`config.mk`:
```
export PLATFORM = sky130hd
export DESIGN_NAME = mem_arbiter
export DESIGN_NICKNAME = d
export VERILOG_FILES = /design/src/rtl/mem_arbiter.sv
export SDC_FILE = /design/constraint.sdc
export NUM_CORES = 1
export LEC_CHECK = 0
export ABC_CLOCK_PERIOD_IN_PS = 6000
export BUFFER_PORTS_ARGS = -buffer_cell sky130_fd_sc_hd__buf_2
export CORE_MARGIN = 5
export CORE_UTILIZATION = 45
export CTS_CLUSTER_DIAMETER = 30
export DETAILED_ROUTE_END_ITERATION = 12
export GPL_TIMING_DRIVEN = 0
export HOLD_SLACK_MARGIN = 0.1
export PLACE_DENSITY = 0.75
export SETUP_SLACK_MARGIN = 0.2
export SYNTH_ARGS = -nofsm -noshare
export SYNTH_HDL_FRONTEND = slang
export SYNTH_SLANG_ARGS = --single-unit
```
`constraint.sdc`:
```
create_clock -name clk -period 6 [get_ports clk]
set_clock_uncertainty 0.2 [all_clocks]
set_input_delay 0.6 -clock clk [delete_from_list [all_inputs] [get_ports clk]]
set_output_delay 0.6 -clock clk [all_outputs]
set_load 0.02 [all_outputs]
```
`src/rtl/mem_arbiter.sv`:
```
// ---------------------------------------------------------------------------
// mem_arbiter
//
// Shares one single-port, fixed-latency memory between the CPU's instruction
// fetch path and its load/store path. Exactly one transaction is in flight at
// a time. Data normally wins over fetch, but after DATA_BURST_MAX consecutive
// data grants with a fetch waiting, the fetch is granted next.
//
// Parameters
//   MEM_LAT         memory read latency in cycles (>= 1)
//   DATA_BURST_MAX  consecutive data grants allowed while if_req is pending
//
// Ports
//   clk, reset      clock, asynchronous active-high reset
//   if_req/if_addr  fetch request / address; if_gnt combinational accept
//   if_rvalid       one-cycle pulse, if_rdata holds the fetched word
//   d_req/d_we      data request, 1 = store / 0 = load
//   d_addr/d_wdata  data address / store data; d_gnt combinational accept
//   d_rvalid        one-cycle pulse: load data valid or store complete
//   d_rdata         load data (held, untouched by stores)
//   mem_*           memory strobe, write enable, address, write data, read data
//   busy            high whenever a transaction is in progress
// ---------------------------------------------------------------------------
module mem_arbiter #(
    parameter int MEM_LAT        = 2,
    parameter int DATA_BURST_MAX = 2
) (
    input  logic        clk,
    input  logic        reset,
    input  logic        if_req,
    input  logic [31:0] if_addr,
    output logic        if_gnt,
    output logic        if_rvalid,
    output logic [31:0] if_rdata,
    input  logic        d_req,
    input  logic        d_we,
    input  logic [31:0] d_addr,
    input  logic [31:0] d_wdata,
    output logic        d_gnt,
    output logic        d_rvalid,
    output logic [31:0] d_rdata,
    output logic        mem_en,
    output logic        mem_we,
    output logic [31:0] mem_addr,
    output logic [31:0] mem_wdata,
    input  logic [31:0] mem_rdata,
    output logic        busy
);

    localparam int CW = (MEM_LAT > 1) ? $clog2(MEM_LAT) : 1;
    localparam int DW = (DATA_BURST_MAX > 0) ? $clog2(DATA_BURST_MAX + 1) : 1;

    typedef enum logic [1:0] {
        S_IDLE  = 2'd0,
        S_ISSUE = 2'd1,
        S_WAIT  = 2'd2
    } state_t;

    state_t        state_reg, state_next;
    logic [CW-1:0] cnt_reg;
    logic [DW-1:0] dcnt_reg;
    logic          owner_d_reg;   // 1 = current transaction belongs to data path
    logic          mem_we_reg;    // doubles as "current transaction is a store"
    logic          if_rvalid_reg, d_rvalid_reg;
    logic [31:0]   if_rdata_reg, d_rdata_reg, mem_addr_reg, mem_wdata_reg;
    logic          grant_d, grant_f, capture, burst_full;

    // State register
    always_ff @(posedge clk or posedge reset) begin
        if (reset) begin
            state_reg <= S_IDLE;
        end else begin
            state_reg <= state_next;
        end
    end

    // Next state and arbitration
    always_comb begin
        state_next = state_reg;
        grant_d    = 1'b0;
        grant_f    = 1'b0;
        capture    = 1'b0;
        burst_full = (dcnt_reg == DW'(DATA_BURST_MAX));
        case (state_reg)
            S_IDLE: begin
                // Data wins unless a fetch has already waited through a full burst
                if (d_req && !(if_req && burst_full)) begin
                    grant_d = 1'b1;
                end else if (if_req) begin
                    grant_f = 1'b1;
                end
                if (grant_d || grant_f) begin
                    state_next = S_ISSUE;
                end
            end
            S_ISSUE: state_next = S_WAIT;
            S_WAIT: begin
                // Counter reaching zero marks the cycle mem_rdata is valid
                if (cnt_reg == '0) begin
                    capture    = 1'b1;
                    state_next = S_IDLE;
                end
            end
            default: state_next = S_IDLE;
        endcase
    end

    // Datapath, latency counter and starvation counter
    always_ff @(posedge clk or posedge reset) begin
        if (reset) begin
            cnt_reg       <= '0;
            dcnt_reg      <= '0;
            owner_d_reg   <= 1'b0;
            mem_we_reg    <= 1'b0;
            mem_addr_reg  <= '0;
            mem_wdata_reg <= '0;
            if_rdata_reg  <= '0;
            d_rdata_reg   <= '0;
            if_rvalid_reg <= 1'b0;
            d_rvalid_reg  <= 1'b0;
        end else begin
            if_rvalid_reg <= capture && !owner_d_reg;
            d_rvalid_reg  <= capture && owner_d_reg;

            if (grant_d || grant_f) begin
                mem_addr_reg <= grant_d ? d_addr : if_addr;
                mem_we_reg   <= grant_d && d_we;
                owner_d_reg  <= grant_d;
                if (grant_d && d_we) begin
                    mem_wdata_reg <= d_wdata;
                end
            end

            if (state_reg == S_ISSUE) begin
                cnt_reg <= CW'(MEM_LAT - 1);
            end else if (state_reg == S_WAIT && cnt_reg != '0) begin
                cnt_reg <= cnt_reg - CW'(1);
            end

            // Stores complete through the same path but leave d_rdata alone
            if (capture) begin
                if (!owner_d_reg) begin
                    if_rdata_reg <= mem_rdata;
                end else if (!mem_we_reg) begin
                    d_rdata_reg <= mem_rdata;
                end
            end

            if (state_reg == S_IDLE) begin
                if (!if_req || grant_f) begin
                    dcnt_reg <= '0;
                end else if (grant_d && !burst_full) begin
                    dcnt_reg <= dcnt_reg + DW'(1);
                end
            end
        end
    end

    assign if_gnt    = grant_f;
    assign d_gnt     = grant_d;
    assign if_rvalid = if_rvalid_reg;
    assign d_rvalid  = d_rvalid_reg;
    assign if_rdata  = if_rdata_reg;
    assign d_rdata   = d_rdata_reg;
    assign mem_en    = (state_reg == S_ISSUE);
    assign mem_we    = mem_we_reg;
    assign mem_addr  = mem_addr_reg;
    assign mem_wdata = mem_wdata_reg;
    assign busy      = (state_reg != S_IDLE);

endmodule
```
# Word level (Yosys, flattened, before mapping)
# Cells that the tools add are included.
# op_classes
addsub	2
eq_ne	5
reduce_logical	23
n_mux	17
bitwise_logic	2
# op_table
cell	count
$mux W32	1
$mux W1	11
$mux W2	4
$reduce_and A2 Y1	4
$logic_and A1 B1 Y1	7
$pmux W2 S3	1
$reduce_bool A2 Y1	3
$eq A2 B2 Y1 const B	2
$logic_not A1 Y1	4
$ne A2 B2 Y1 const B	2
$logic_or A1 B1 Y1	3
$reduce_and A3 Y1	1
$add A2 B1 Y2 const B	1
$eq A2 B1 Y1 const B	1
$logic_not A2 Y1	1
$not A1 Y1	2
$sub A1 B1 Y1 const B	1
# totals
input_bits	133
out_inout_bits	135
wordCells	60
register_bits	137

# Longest topological paths before layout
# logic_depth
word_depth	10
depth_mapped	7
mapped_depth_nobuf	6

# Least setup slack after synthesis
# OpenSTA, ideal clock, no wires.
# synth_timing
path_type	flip-flop to output port
startpoint	register state_reg[0]
endpoint	output if_gnt
path_buffers	1
slack_ns	3.718
t_required_ns	5.200
stages_incl_launch_ff	5
arrival_ns	1.482
path_cell_list	dfrtp_1 -> nor2_4 -> clkinv_1 -> clkbuf_1 -> nor2_1
# synth_via
elab_chain_len	2
# synth_lines
element	line	rtl
start: declaration	59	state_t state_reg, state_next;
start signal: assignment	73	state_reg <= state_next;
$logic_not A2 Y1	84	case (state_reg)
$mux W1	84	
end: declaration	32	output logic if_gnt,
# No other way between the ends.

# Worst setup path after layout
# Ends and elaborated chain as after synthesis.

==> flow_summary_export.csv <==
group,metric,value,unit
global_route,antenna_found_initial,0,
detailed_routing,avgViaCountPerCell,5.20,
logic_synthesis,synth_top_area_share,57.6,%
cells_and_area,drive_gt1_share,56.8,%
logic_synthesis,synth_area_leader_cell,"dfrtp_1",
status,outcome,"finished, final reports clean",
logic_synthesis,ys_ff_latch,137,
place,routabilityCongestion,0.841,
timing,finalSetupTns,0,ns
die,initial_utilization,45.4,%
cells_and_area,final.fill_count,1036,
logic_synthesis,syn-cell-area,5950,sq um
logic_synthesis,syn_nets,558,
detailed_routing,avgRoutedWirePerCell,18.1,um
clock_network,post_cts_resized,0,
timing,tightestPinTransition,0.624,ns
cells_and_area,antennaDiodeCount,0,
timing,min_period,2.92,ns
die,die_h,125,um
critical_path,crit_chain,"nor2_4 -> clkinv_1 -> clkbuf_1 -> nor2_1 -> buf_2",
detailed_routing,drc,0,
die,rows,42,
logic_synthesis,syn_inst,424,
global_route,grt_pass1_vias,5027,
logic_synthesis,yosysWarnings,0,
global_route,overflow,0,
die,io_pins,268,
critical_path,endpoint_kind,"output pin",
die,die-area,15600,sq um
critical_path,critPathKind,"flip-flop to output pin",
power_and_ir_drop,power_density,594,nW/um^2
critical_path,r2r_setup_slack,3.83,ns
clock_network,clkSinkCount,137,
clock_network,root_buffer,"clkbuf_16",
critical_path,cp_data_arrival_time,2.12,ns
place,portBuffers,266,
min_path,hold-path-endpoint,"mem_wdata[29]",
timing,hold_violations,0,
min_path,hold_depth,2,
critical_path,crit_slowest_cell,"dfrtp_1",
timing,finalCritPeriodShare,48.7,%
critical_path,reg2reg_from,"dcnt_reg[0]",
detailed_routing,dr.pass1.iters,4,
place,dpl.cell_count,867,
power_and_ir_drop,vdd_drop_max,0.230,mV
timing,finalMaxSlewViolations,0,
critical_path,path_buf_inv,3,
clock_network,htree_levels,4,
timing,timing.hold.ws,0.214,ns
clock_network,cts_tree,"done",
critical_path,r2r-end,"mem_wdata[24]",
die,die_w,125,um
clock_network,cts_made_buffers,17,
cells_and_area,stdcell_count,899,
critical_path,crit_family,"buffers and inverters",
timing,rsz0062_at_grt,"no",
min_path,hp-start,"d_wdata[29]",
global_route,grt_max_degree,74,
critical_path,crit_fanout,10,
clock_network,cts_max_path_buffers,2,
timing,max_slew_margin,58.1,%
min_path,hold_path_class,"primary input to flip-flop",
job,cap_violations,0,
detailed_routing,postRouteAntennaNets,0,
critical_path,max_stage_delay,0.46,ns
logic_synthesis,ys_seq_area_share,57.6,%
logic_synthesis,avgSynthCellArea,14.0,sq um
cells_and_area,nets,845,
place,dp_hpwl,11900,um
clock_network,clk_pin_slew,0.06,ns
detailed_routing,first_iter_violations,217,
global_route,track_usage,20.9,%
critical_path,reg2reg_depth,7,
clock_network,clk_latency,0.42,ns
power_and_ir_drop,p_leak,4.07,nW
cells_and_area,utilization,62.2,%
logic_synthesis,synth_cell_types,31,
timing,max_freq,342,MHz
detailed_routing,vias,4671,
global_route,grt_first_pass_wirelength,26100,um
timing,setup_violations,0,
critical_path,critPathLaunchType,"flip-flop",
die,core-area,13100,sq um
logic_synthesis,netlist_top_cells_area,"dfrtp_1 (58%), mux2_4 (15%), mux2_2 (7.0%)",
critical_path,cp.required,5.20,ns
cells_and_area,syn_to_final_growth,36.8,%
detailed_routing,wirelength,16300,um
## power breakdown
group	leakage (nW)	internal [W]	total [W]	switching [W]
Sequential	1.67	0.00138	0.00165	0.000270
Clock	0.291	0.000658	0.00105	0.000389
Combinational	2.11	0.000914	0.00213	0.00122
Total	4.07	0.00296	0.00483	0.00188
## final cells by class
type	instances	area, sq um	area share, %
Buffer	33	208	2.55
Clock buffer	18	439	5.40
Clock inverter	13	153	1.88
Inverter	38	148	1.82
Multi-Input combinational cell	216	2170	26.7
Sequential cell	137	3430	42.2
Tap cell	176	220	2.71
Timing Repair Buffer	268	1370	16.8
## worst reg2reg max path, stage by stage, from the launching register on
cell	delay (ns)
dfrtp_1	0.39
inv_1	0.07
ha_1	0.14
clkbuf_1	0.23
nand2_1	0.16
nand4_2	0.20
buf_2	0.29
mux2_2	0.38
## logic make-up (layout without fill, tap and decap cells)
logic type               after synthesis  after routing  share of synthesized area (%)
AND/OR/NAND/NOR                       18             18                           2.38
adder cells (fa/ha/maj)                2              2                          0.379
flip-flops                           137            137                           57.6
AO/OA/AOI/OAI                        100            100                           11.8
buffers and inverters                 71            370                           5.89
multiplexers                          96             96                           21.9
## routing by layer
metal  wire length (um)  global-route usage (%)
met4                413                    9.12
met2               8200                    35.3
met5                  0                       0
met3               1250                    6.14
met1               6430                    25.0
## metrics by stage
step | worst slack [ns] | total power (W) | cell area, sq um
after floorplan | 1.53 | 0.00304 | 5950
after global placement | 0.169 | 0.00372 | 7500
after detailed placement | 3.50 | 0.00380 | 7530
after CTS | 3.03 | 0.00487 | 8130
after global routing | 2.85 | 0.00508 | 8130
final | 3.08 | 0.00483 | 8130
## cell usage after synthesis
cell,instances
a21o_1,1
a221o_1,1
and4_1,1
and4bb_1,1
buf_12,3
buf_2,4
buf_6,4
clkbuf_1,22
clkinv_1,1
dfrtp_1,137
ha_1,1
inv_1,36
inv_2,1
maj3_1,1
mux2_2,37
mux2_4,59
nand2_1,4
nand2b_1,1
nand3_1,1
nand3b_1,1
nand4_1,1
nand4_2,1
nor2_1,2
nor2_4,1
nor2b_1,1
nor2b_4,1
nor3b_1,1
nor4_4,1
o2111ai_1,31
o211ai_1,31
o21ai_0,36
## layout by cell type, fill, tap and decap left out, types with 2 or more instances in the layout
cell / instances
nand2_1: 4
inv_6: 2
mux2_2: 37
mux2_4: 59
o2111ai_1: 31
clkinv_2: 6
bufinv_16: 3
inv_1: 35
clkinvlp_4: 2
o211ai_1: 31
clkbuf_16: 17
dfrtp_1: 137
o21ai_0: 36
buf_12: 3
clkbuf_1: 22
buf_6: 4
buf_2: 270
nor2_1: 2
## timing repair
item | 4_1_cts | 5_1_grt
hold buffers | 1 | 0
hold endpoints to repair | 64 | 0
setup buffers | 0 | 0
## worst max-delay path by stage
stage                 start            to  slack (ns)  cells past startpoint
3_5_place_dp   state_reg[0]        if_gnt        3.50                      5
4_1_cts        state_reg[0]        if_gnt        3.03                      5
5_1_grt        state_reg[0]        if_gnt        2.85                      5
3_3_place_gp          reset  mem_addr[12]        0.17                      2
2_1_floorplan         reset       cnt_reg        1.53                      1
6_report       state_reg[0]        if_gnt        3.08                      5
Power figures use the tool's default switching activity.
